**config.mk**
```make
export PLATFORM = sky130hd
export DESIGN_NAME = sumador_serial
export DESIGN_NICKNAME = d
export VERILOG_FILES = /design/src/rtl/sumador_serial.sv
export SDC_FILE = /design/constraint.sdc
export NUM_CORES = 1
export LEC_CHECK = 0
export BUFFER_PORTS_ARGS = -buffer_cell sky130_fd_sc_hd__buf_2
export CORE_ASPECT_RATIO = 1.75
export CORE_MARGIN = 2
export CORE_UTILIZATION = 55
export CTS_BUF_LIST = sky130_fd_sc_hd__clkbuf_8
export DETAILED_ROUTE_END_ITERATION = 10
export GPL_TIMING_DRIVEN = 0
export PLACE_DENSITY = 0.79
export SLEW_MARGIN = 15
export SYNTH_ARGS = -nofsm -noshare
export SYNTH_HDL_FRONTEND = slang
export SYNTH_SLANG_ARGS = --single-unit
```
**constraint.sdc**
```tcl
create_clock -name clk -period 2.09 [get_ports clk]
set_input_delay 0.5225 -clock clk [delete_from_list [all_inputs] [get_ports clk]]
set_output_delay 0.5225 -clock clk [all_outputs]
set_load 0.01 [all_outputs]
```
**src/rtl/sumador_serial.sv**
```systemverilog
// Bit-serial ANCHO-bit adder: latches two operands and a carry-in, feeds one bit
// per clock (LSB first) through a single full-adder cell and reassembles the sum.
module sumador_serial #(
  parameter int ANCHO = 8
) (
  input  logic             clk,
  input  logic             rst,
  input  logic             inicio,
  input  logic [ANCHO-1:0] entrada1,
  input  logic [ANCHO-1:0] entrada2,
  input  logic             entAcarreo,
  output logic             ocupado,
  output logic [ANCHO-1:0] suma,
  output logic             acarreo,
  output logic             desborde,
  output logic             listo
);

  localparam int CW = (ANCHO > 1) ? $clog2(ANCHO) : 1;

  localparam logic [1:0] REPOSO  = 2'd0;
  localparam logic [1:0] SUMANDO = 2'd1;
  localparam logic [1:0] LISTO   = 2'd2;

  localparam logic [CW-1:0] ULTIMO = CW'(ANCHO - 1);

  // One-bit full-adder cell, returns {carry, sum}.
  function automatic logic [1:0] full_adder(input logic x, input logic y, input logic ci);
    return {(x & y) | (x & ci) | (y & ci), x ^ y ^ ci};
  endfunction

  logic [1:0]       estado_r;
  logic [CW-1:0]    contador_r;
  logic [ANCHO-1:0] a_r;
  logic [ANCHO-1:0] b_r;
  logic             c_r;
  logic [ANCHO-2:0] parcial_r;

  logic [1:0]       celda_s;
  logic             bit_suma_s;
  logic             bit_acarreo_s;
  logic [ANCHO-1:0] parcial_sig_s;

  // Cell evaluation for the current bit and the partial sum including it.
  always_comb begin
    celda_s       = full_adder(a_r[0], b_r[0], c_r);
    bit_suma_s    = celda_s[0];
    bit_acarreo_s = celda_s[1];
    parcial_sig_s = {bit_suma_s, parcial_r};
  end

  assign ocupado = (estado_r != REPOSO);
  assign listo   = (estado_r == LISTO);

  // Control FSM, operand serialisation and result capture.
  always_ff @(posedge clk or posedge rst) begin
    if (rst) begin
      estado_r   <= REPOSO;
      contador_r <= '0;
      a_r        <= '0;
      b_r        <= '0;
      c_r        <= 1'b0;
      parcial_r  <= '0;
      suma       <= '0;
      acarreo    <= 1'b0;
      desborde   <= 1'b0;
    end else begin
      case (estado_r)
        REPOSO: begin
          if (inicio) begin
            a_r        <= entrada1;
            b_r        <= entrada2;
            c_r        <= entAcarreo;
            contador_r <= '0;
            parcial_r  <= '0;
            estado_r   <= SUMANDO;
          end
        end
        SUMANDO: begin
          c_r        <= bit_acarreo_s;
          a_r        <= {1'b0, a_r[ANCHO-1:1]};
          b_r        <= {1'b0, b_r[ANCHO-1:1]};
          parcial_r  <= parcial_sig_s[ANCHO-1:1];
          contador_r <= contador_r + CW'(1);
          // On the MSB, c_r is the carry into the MSB, so its XOR with the carry-out flags overflow.
          if (contador_r == ULTIMO) begin
            suma     <= parcial_sig_s;
            acarreo  <= bit_acarreo_s;
            desborde <= c_r ^ bit_acarreo_s;
            estado_r <= LISTO;
          end
        end
        LISTO: begin
          estado_r <= REPOSO;
        end
        default: begin
          estado_r <= REPOSO;
        end
      endcase
    end
  end

endmodule

```
# Word level (Yosys, flattened, before mapping)
# Cells that the tools add are included.
[word_totals]
ff_bits = 39
input_bits = 20
wordCells = 42
output_inout_bits = 12
[classes]
muxes = 13
n_addsub = 1
n_bitwise = 8
eq_ne = 5
reduce_logical = 6
[ops]
columns = ["cell", "count"]
rows = [
  ["case mux 8 bit (2 select lines)", 2],
  ["2-to-1 mux 8 bit", 2],
  ["case mux 7 bit (2 select lines)", 1],
  ["2-to-1 mux 7 bit", 1],
  ["case mux 3 bit (2 select lines)", 1],
  ["AND reduction 2 bit", 3],
  ["2-to-1 mux 2 bit", 2],
  ["inequality test 2 bit, second input constant", 2],
  ["case mux 2 bit (2 select lines)", 1],
  ["nonzero test 2 bit", 2],
  ["adder 3 x 1 -> 3 bit, second input constant", 1],
  ["AND 1 bit", 3],
  ["equality test 3 bit, second input constant", 1],
  ["2-to-1 mux 3 bit", 1],
  ["bitwise XOR 1 bit", 3],
  ["equality test 2 x 1 -> 1 bit, second input constant", 1],
  ["equality test 2 bit, second input constant", 1],
  ["logical NOT 2 bit", 1],
  ["bitwise OR 1 bit", 2],
  ["case mux 1 bit (2 select lines)", 1],
  ["2-to-1 mux 1 bit", 1],
]

# Logic depth before layout (Yosys ltp)
# Gate-level depths: netlist of run 1.
[logic_depth]
word_depth = 4
depth_mapped = 5
depth_no_buf = 4

# Least setup slack after synthesis of run 1
# OpenSTA, ideal clock, no wires.
[synth_timing]
kind = "reg2reg"
startpoint = "register contador_r[0]"
endpoint = "register acarreo"
t_arrival_ns = 1.370
t_required_ns = 1.965
stages_incl_launch_ff = 6
synth_period_minus_slack_ns = 1.495
path_slack_ns = 0.595
path_buffers = 1
path_cell_list = "dfrtp_1 > ha_1 > ha_1 > nand3b_1 > buf_2 > mux2_2"
[synth_between]
elab_chain_len = 2
[synth_lines]
columns = ["element", "line_no", "text"]
rows = [
  ["from (decl)", "33", "logic [CW-1:0] contador_r;"],
  ["from (signal assigned)", "84", "contador_r <= contador_r + CW'(1);"],
  ["equality test 3 bit", "86", "if (contador_r == ULTIMO) begin"],
  ["AND reduction 2 bit (no line)", "n/a", ""],
  ["to (signal assigned)", "88", "acarreo <= bit_acarreo_s;"],
  ["to (decl)", "14", "output logic acarreo,"],
]
# No other way between the ends.
# A chain may end at the register's enable or synchronous reset.

# Final worst setup path of run 1
[layout_timing]
startpoint = "register estado_r[0]"
endpoint = "output ocupado"
[layout_between]
elab_chain_len = 1
[layout_lines]
columns = ["element", "line_no", "text"]
rows = [
  ["from (decl)", "32", "logic [1:0] estado_r;"],
  ["from (signal assigned)", "58", "estado_r <= REPOSO;"],
  ["from (signal assigned)", "76", "estado_r <= SUMANDO;"],
  ["from (signal assigned)", "90", "estado_r <= LISTO;"],
  ["nonzero test 2 bit", "52", "assign ocupado = (estado_r != REPOSO);"],
  ["to (decl)", "12", "output logic ocupado,"],
]
# No other way between the ends.

==> flow_summary_export.csv, run 1 <==
group,metric,value,unit
clock_network,cts_buffer_depth,2,
worst_hold_path,hold_path_class,"input pin to async pin",
logic_synthesis,yosysTopAreaCellShare,56.0,%
grt,gr-usage-met1,23.2,%
clock_network,clk_latency,0.29,ns
pwr,p_per_area,1480,nW/um^2
sta,relSlewSlack,47.7,%
grt,overflow,0,
clock_network,cts_setup_buffers,0,
logic_synthesis,synth_seq_cells,39,
placement,portBuffers,30,
worst_setup_path,cp-end-kind,"output pin",
logic_synthesis,synth_cell_type_count,23,
pwr,ir_drop,0.866,mV
floorplan,die_y,78.5,um
sta,worst_slew_pin_slew,0.784,ns
sta,fmax,497,MHz
floorplan,initial_core_util,56.7,%
cells_and_area,drive_gt1_share,34.3,%
clock_network,post_cts_resized,0,
cells_and_area,diodes,0,
logic_synthesis,syn-instance-count,140,
floorplan,core.rowCount,27,
logic_synthesis,synth_fp_nets,163,
grt,grt_max_degree,40,
logic_synthesis,synth_area_leader_cell,"dfrtp_1",
worst_setup_path,crit_start,"estado_r[0]",
worst_setup_path,reg2reg_from,"contador_r[0]",
logic_synthesis,synth-simple-area-share,10.5,%
drt,viasPerCell,5.52,
grt,grt_pass1_vias,1278,
sta,hold_viol,0,
floorplan,io_pins,32,
worst_setup_path,crit_fanout,10,
clock_network,cts_num_sinks,39,
floorplan,fp.dieArea,3660,um^2
grt,met2_usage,38.1,%
clock_network,numCtsBuffers,5,
clock_network,cts_root_buf,"clkbuf_8",
cells_and_area,multiInputGateArea,622,um^2
grt,busiest_layer,"met2",
logic_synthesis,synth-seq-area-share,56.0,%
worst_setup_path,path_class,"flop to output pin",
cells_and_area,fin_nets,200,
sta,tns,0,ns
cells_and_area,fillCellCount,249,
sta,rsz0062_at_grt,"no",
placement,place_hpwl,2.40,mm
clock_network,cts_tree,"done",
sta,skew,0.00489,ns
grt,antenna_found_initial,0,
drt,ant_nets,0,
run,drv_cap,0,
logic_synthesis,synth_compound_area_share,15.0,%
drt,wl_per_cell,15.3,um
floorplan,die_width,46.6,um
drt,drt_wl_total,3.38,mm
drt,dr_total_vias,1220,
outcome,status,"finished, final reports clean",
sta,slew_violations,0,
logic_synthesis,yosys.area_share.adder,2.58,%
logic_synthesis,netlist_top_cells_area,"dfrtp_1 (56%), mux2_2 (7.1%), a22o_1 (4.5%), a222oi_1 (4.0%), nor4b_1 (4.0%)",
logic_synthesis,synth_top_family_by_area,"compound AO/OA/AOI/OAI gates",
placement,routabilityCongestion,0.804,
grt,track_usage,22.0,%
grt,grt_pass1_wl,5.63,mm
clock_network,clkTransAtPathRegs,0.07,ns
cells_and_area,regArea,976,um^2
logic_synthesis,syn_area_per_cell,12.5,um^2
worst_setup_path,cp-start-kind,"flop",
logic_synthesis,synth_xor_area_share,0.502,%
clock_network,h-tree-depth,2,
logic_synthesis,syn_area,1740,um^2
worst_setup_path,required,1.57,ns
logic_synthesis,muxShareOfSynthArea,7.10,%
sta,setup_viol,0,
logic_synthesis,ys_warn_count,0,
drt,drt_iter0_drc,78,
worst_setup_path,worstPathArrival,1.49,ns
drt,dr.pass1.iters,4,
drt,drc,0,
sta,post-route-min-period,2.01,ns
floorplan,core-area,3070,um^2
pwr,leakage,0.000993,uW
clock_network,ctsHoldBuffers,0,
grt,met3_usage,6.21,%
cells_and_area,fin_util,66.6,%
sta,post-route-period-util,96.3,%
cells_and_area,syn2layout_area_growth,17.4,%
## sequential cells by signal, summed over array words and instances (netlist names)
signal and cells:
contador_r 3, desborde 1, acarreo 1, a_r 8, estado_r 2, c_r 1, b_r 8, parcial_r 7
suma 8
## cells in the final DEF (no fill, tap or decap), types with 3 or more instances in the layout
cell / n
mux2_2: 11
nor2b_1: 9
inv_1: 18
buf_4: 3
dfrtp_1: 39
buf_6: 3
a221oi_1: 7
buf_2: 33
nor2_1: 8
a22o_1: 9
clkbuf_8: 7
nor4b_1: 8
a222oi_1: 7
## worst paths after layout
path	slack, ns	cells past startpoint	end
min in group clk	0.48	2	b_r[7]
max in group asynchronous	1.22	2	parcial_r[0]
hold / removal	0.38	2	suma[5]
setup / recovery	0.08	4	ocupado
setup reg to reg	0.45	5	suma[2]
hold reg to reg	0.50	1	a_r[7]
## cell families (layout without fill, tap and decap cells)
family / after synthesis / in the layout
buf+inv: 29 / 67
mux: 11 / 11
flops: 39 / 39
compound gates: 28 / 28
xor+xnor: 1 / 1
simple gates: 29 / 29
fa+ha+maj: 3 / 3
## where the power goes
group	switching [uW]	internal, uW
logic	595	587
clock network	250	296
registers	191	1110
## final cells by class
class	count	share of cell area, %
repair buffers	30	7.33
clock inverters	1	0.183
multi-input cells	72	30.4
clock buffers	7	4.70
well taps	43	2.63
inverters	18	3.30
plain buffers	11	3.85
flip-flops and latches	39	47.6
## per-layer routing
layer,vias up,routed length [um]
met2,32,1950
met5,-,0
met4,0,43
met1,611,1270
met3,4,118
li1,573,-
## synthesized netlist by cell type
cell,count
nand2b_1,2
inv_1,18
buf_4,3
xor2_1,1
a21oi_1,1
ha_1,2
dfrtp_1,39
buf_6,3
fa_1,1
o21bai_2,1
a222oi_1,7
mux2_2,11
nand3b_1,1
a221oi_1,7
buf_2,3
nor2_1,8
a32o_1,2
a22o_1,9
nor2b_1,9
nor4b_1,8
clkbuf_1,2
a221oi_2,1
nor2_2,1
## worst max-delay path: stages, from the launching register on
cell     delay [ns]
dfrtp_1        0.43
buf_2          0.21
nor2_2         0.35
inv_1          0.07
buf_2          0.15
## per-stage QoR
stage               setup WS, ns  power [uW]  hold slack, ns  std cells  area [um^2]
finish                    0.0771        3020           0.376        221         2050
global route           0.0000414        3260           0.441        221         2050
CTS                       0.0827        3060           0.401        221         2050
detailed placement         0.406        2500           0.488        213         1950
global placement           0.237        2420           0.482        213         1950
floorplan                  0.595        2150           0.462        140         1740
Note: power is estimated with default switching activity, not from simulation.
==> inputs of run 2 (changes only) <==
RECOVER_POWER = 25   (was not set)
REMOVE_ABC_BUFFERS = 1   (was not set)
==> run 2 against run 1 <==
Compared with the run above:
- worst setup slack better by 0.15 ns
- sequential share of layout area is 2.2 points higher
- clock skew is 0.00087 ns lower
- combinational power is 14% lower
- largest power group unchanged
- maximum frequency is 8.3% higher
- clock power is 19% lower
==> flow_summary_export.csv, run 2 (same netlist as run 1, synthesis figures left out) <==
group,metric,value,unit
outcome,status,"finished, final reports clean",
clock_network,cts_root_buf,"clkbuf_8",
placement,place_hpwl,1.97,mm
grt,grt_pass1_vias,1093,
clock_network,cts_buffer_depth,2,
clock_network,cts_num_sinks,39,
floorplan,core.rowCount,27,
drt,drc,0,
worst_setup_path,cp-start-kind,"flop",
clock_network,clkTransAtPathRegs,0.06,ns
sta,relSlewSlack,5.89,%
floorplan,initial_core_util,56.7,%
worst_setup_path,worstPathArrival,1.34,ns
worst_setup_path,cp-end-kind,"output pin",
sta,setup_viol,0,
worst_setup_path,path_class,"flop to output pin",
sta,post-route-min-period,1.86,ns
floorplan,core-area,3070,um^2
worst_hold_path,hold_path_class,"input pin to flop",
floorplan,io_pins,32,
clock_network,h-tree-depth,2,
pwr,power.internal,1860,uW
drt,dr.pass1.iters,5,
grt,grt_max_degree,40,
pwr,switchingPower,968,uW
worst_setup_path,required,1.57,ns
pwr,ir_drop,0.688,mV
pwr,combPwrFrac,36.2,%
sta,slew_violations,0,
floorplan,fp.dieArea,3660,um^2
placement,portBuffers,31,
sta,tns,0,ns
clock_network,ctsHoldBuffers,0,
sta,rsz0062_at_grt,"no",
cells_and_area,syn2layout_area_growth,12.6,%
pwr,swShare,34.3,%
sta,post-route-period-util,89.0,%
clock_network,cts_tree,"done",
sta,skew,0.00402,ns
drt,ant_nets,0,
floorplan,die_width,46.6,um
sta,hold_viol,0,
drt,wl_per_cell,14.0,um
cells_and_area,diodes,0,
worst_setup_path,crit_fanout,22,
grt,grt_pass1_wl,4.87,mm
placement,dp_cells,203,
cells_and_area,layout.cells.non_filler,209,
grt,antenna_found_initial,0,
placement,routabilityCongestion,0.717,
sta,worst_slew_pin_slew,1.41,ns
sta,fmax,538,MHz
clock_network,post_cts_resized,2,
cells_and_area,fin_nets,190,
grt,overflow,0,
floorplan,die_y,78.5,um
pwr,leakage,0.000938,uW
cells_and_area,final_cell_mix,"dfrtp_1 (37), buf_2 (31), inv_1 (19), mux2_2 (11), a22o_1 (9)",
run,drv_cap,0,
cells_and_area,drive_gt1_share,31.9,%
pwr,power_frac_clock,15.7,%
pwr,p_seq_share,48.1,%
drt,drt_wl_total,2.93,mm
drt,viasPerCell,5.75,
cells_and_area,fin_util,63.9,%
pwr,p_per_area,1440,nW/um^2
grt,track_usage,18.7,%
cells_and_area,reg_top3,"a_r x8, b_r x8, suma x8",
clock_network,numCtsBuffers,5,
drt,dr_total_vias,1202,
cells_and_area,final_common_cell,"dfrtp_1",
clock_network,clk_latency,0.29,ns
clock_network,cts_setup_buffers,0,
drt,drt_iter0_drc,51,
[run 2: changes by cell type in the layout (fill, tap and decap cells not counted), sizes merged]
cell	delta
buf	-8
clkbuf	-4
[run 2: power groups by stage]
stage | combinational (uW) | sequential (uW) | clock, uW
finish | 1020 | 1360 | 443
global route | 1150 | 1410 | 487
CTS | 1030 | 1350 | 459
floorplan | 710 | 1360 | 0
detailed placement | 1020 | 1360 | 0
global placement | 977 | 1350 | 0
[run 2: metrics by stage]
| stage | total power [uW] | setup slack (ns) | area, um^2 | hold WS, ns |
|---|---|---|---|---|
| floorplan | 2060 | 0.331 | 1670 | 0.462 |
| global placement | 2320 | -0.0816 | 1870 | 0.478 |
| detailed placement | 2380 | -0.179 | 1870 | 0.485 |
| CTS | 2840 | 0.0673 | 1950 | 0.395 |
| global route | 3050 | 0.147 | 1960 | 0.489 |
| finish | 2820 | 0.231 | 1960 | 0.491 |
[run 2: path summary, 6_finish.rpt]
| kind | from | end | slack [ns] | depth (start not counted) |
|---|---|---|---|---|
| max reg2reg | estado_r[0] | b_r[4] | 0.36 | 2 |
| min | entrada2[7] | b_r[7] | 0.49 | 2 |
| min in group asynchronous | rst | parcial_r[2] | 0.64 | 2 |
| max in group asynchronous | rst | estado_r[1] | 0.52 | 2 |
| max | estado_r[1] | ocupado | 0.23 | 3 |
| min reg2reg | suma[5] | suma[5] | 0.50 | 1 |
[run 2: area by class of cell]
class                           count  area [um^2]
Tap cell                           43         53.8
Sequential cell                    39          978
Clock buffer                        5         68.8
Inverter                           18         67.6
Timing Repair Buffer               31          155
Multi-Input combinational cell     72          637
Clock inverter                      1         3.75
Fill cell                         238         1110
[run 2: metal layers]
metal	GRT usage [%]	part of all wire [%]	vias to the layer above
li1	-	-	558
met1	21.6	40	590
met2	29.9	52	47
met3	5.52	6.0	7
met4	9.43	2.3	0
met5	0	0	-
[run 2: worst max-delay path: stages (launching register included)]
cell	delay [ns]
dfrtp_2	0.56
nor2_4	0.29
inv_1	0.06
buf_2	0.14
==> inputs of run 3 (changes only) <==
CORE_UTILIZATION = 54   (was 55)
CTS_BUF_LIST = sky130_fd_sc_hd__clkbuf_16   (was sky130_fd_sc_hd__clkbuf_8)
MAX_ROUTING_LAYER = met4   (was not set)
PLACE_DENSITY = 0.78   (was 0.79)
==> run 3 against run 2 <==
Compared with the run above:
- die area up 1.7%
- final area up 5.9%
- critical path type unchanged
- via count down 2.5%
- worst setup slack better by 0.0048 ns
- non-clock buffer count unchanged
- sequential share of layout area down 2.8 points
==> flow_summary_export.csv, run 3 (same netlist as run 1, synthesis figures left out) <==
group,metric,value,unit
outcome,status,"finished, final reports clean",
pwr,ir_drop,0.977,mV
sta,slew_violations,0,
drt,drc,0,
clock_network,ctsHoldBuffers,0,
clock_network,cts_num_sinks,39,
cells_and_area,multiInputGateArea,637,um^2
drt,drt_iter0_drc,44,
placement,routabilityCongestion,0.739,
worst_setup_path,required,1.57,ns
grt,track_usage,19.6,%
grt,overflow,0,
cells_and_area,diodes,0,
cells_and_area,syn2layout_area_growth,19.3,%
clock_network,post_cts_resized,2,
worst_setup_path,worstPathArrival,1.33,ns
sta,setup_viol,0,
worst_hold_path,min_to,"a_r[7]",
drt,dr_total_vias,1172,
pwr,power.internal,2320,uW
sta,post-route-min-period,1.85,ns
cells_and_area,regArea,978,um^2
grt,grt_pass1_vias,1120,
sta,skew,0.00647,ns
pwr,power_frac_clock,28.6,%
cells_and_area,reg_top3,"a_r x8, b_r x8, suma x8",
floorplan,core.rowCount,27,
clock_network,numCtsBuffers,5,
grt,grt_pass1_wl,5.02,mm
pwr,leakage,0.000992,uW
cells_and_area,final_common_cell,"dfrtp_1",
clock_network,cts_tree,"done",
worst_hold_path,hold_path_class,"input pin to flop",
worst_setup_path,reg2reg_depth,2,
sta,rsz0062_at_grt,"no",
sta,post-route-period-util,88.7,%
placement,place_hpwl,2.02,mm
floorplan,die_y,79.2,um
drt,dr.pass1.iters,4,
sta,fmax,539,MHz
drt,wl_per_cell,14.7,um
sta,worst_slew_pin_slew,1.39,ns
sta,relSlewSlack,7.45,%
pwr,p_seq_share,40.7,%
sta,hold-worst-slack,0.497,ns
drt,viasPerCell,5.55,
clock_network,cts_setup_buffers,0,
sta,hold_viol,0,
grt,grt_max_degree,40,
clock_network,clkTransAtPathRegs,0.06,ns
clock_network,clk_latency,0.28,ns
worst_hold_path,hold_start,"entrada1[7]",
cells_and_area,drive_gt1_share,32.7,%
grt,antenna_found_initial,0,
drt,drt_wl_total,3.09,mm
worst_setup_path,cp-start-kind,"flop",
worst_setup_path,reg2reg_slack,0.38,ns
worst_setup_path,reg2reg_from,"estado_r[0]",
worst_setup_path,crit_fanout,22,
clock_network,cts_root_buf,"clkbuf_16",
placement,portBuffers,31,
pwr,total_power,3350,uW
clock_network,cts_buffer_depth,2,
run,drv_cap,0,
floorplan,fp.dieArea,3720,um^2
floorplan,initial_core_util,56.1,%
floorplan,io_pins,32,
pwr,swShare,30.9,%
worst_setup_path,r2r-end,"b_r[4]",
clock_network,h-tree-depth,2,
drt,ant_nets,0,
worst_setup_path,path_class,"flop to output pin",
floorplan,die_width,47.0,um
cells_and_area,fillCellCount,243,
worst_setup_path,cp-end-kind,"output pin",
pwr,p_per_area,1610,nW/um^2
pwr,switchingPower,1030,uW
cells_and_area,final_cell_mix,"dfrtp_1 (37), buf_2 (31), inv_1 (19), mux2_2 (11), a22o_1 (9)",
pwr,combPwrFrac,30.7,%
worst_hold_path,whs_path_depth,2,
floorplan,core-area,3110,um^2
cells_and_area,fin_nets,190,
run 3: cell types whose count changed in the layout (fill, tap and decap cells not counted), sizes merged:
cell / previous run / this run
bufinv: 0 / 2
run 3: area by class of cell:
| class | count | share of cell area, % |
|---|---|---|
| inverters | 18 | 3.25 |
| flip-flops and latches | 39 | 47.0 |
| clock buffers | 5 | 6.01 |
| well taps | 43 | 2.59 |
| clock inverters | 3 | 3.07 |
| multi-input cells | 72 | 30.6 |
| repair buffers | 31 | 7.46 |
run 3: how the worst max path moves through the flow:
stage	end	startpoint	cells past startpoint
2_1_floorplan	a_r[0]	estado_r[0]	2
3_3_place_gp	b_r[2]	estado_r[0]	2
3_5_place_dp	b_r[4]	estado_r[0]	2
4_1_cts	a_r[4]	estado_r[0]	2
5_1_grt	estado_r[1]	rst	2
6_report	ocupado	estado_r[1]	3
run 3: per-layer routing:
layer	vias to the layer above	track usage, %	routed length (um)
li1	563	-	-
met1	567	22.2	1240
met2	35	31.0	1630
met3	7	5.45	147
met4	0	9.17	73
met5	-	-	0
run 3: power groups by stage:
stage | Combinational, uW | Clock, uW | Sequential, uW
after floorplan | 710 | 0 | 1360
after global placement | 980 | 0 | 1350
after detailed placement | 1020 | 0 | 1370
after CTS | 1050 | 971 | 1360
after global routing | 1150 | 1010 | 1410
final | 1030 | 959 | 1360
run 3: critical path, cell delays in order (launching register included):
cell and delay (ns):
dfrtp_2 0.56, nor2_4 0.29, inv_1 0.06, buf_2 0.14
run 3: per-stage QoR:
stage | setup WS, ns | util (%) | cells | setup TNS, ns | cell area [um^2]
final | 0.236 | 66.9 | 211 | 0 | 2080
after global routing | 0.116 | 66.9 | 211 | 0 | 2080
after CTS | 0.0302 | 66.6 | 211 | 0 | 2070
after detailed placement | -0.150 | 60.3 | 203 | -0.931 | 1870
after global placement | -0.112 | 60.3 | 203 | -0.753 | 1870
after floorplan | 0.331 | - | 129 | 0 | 1670
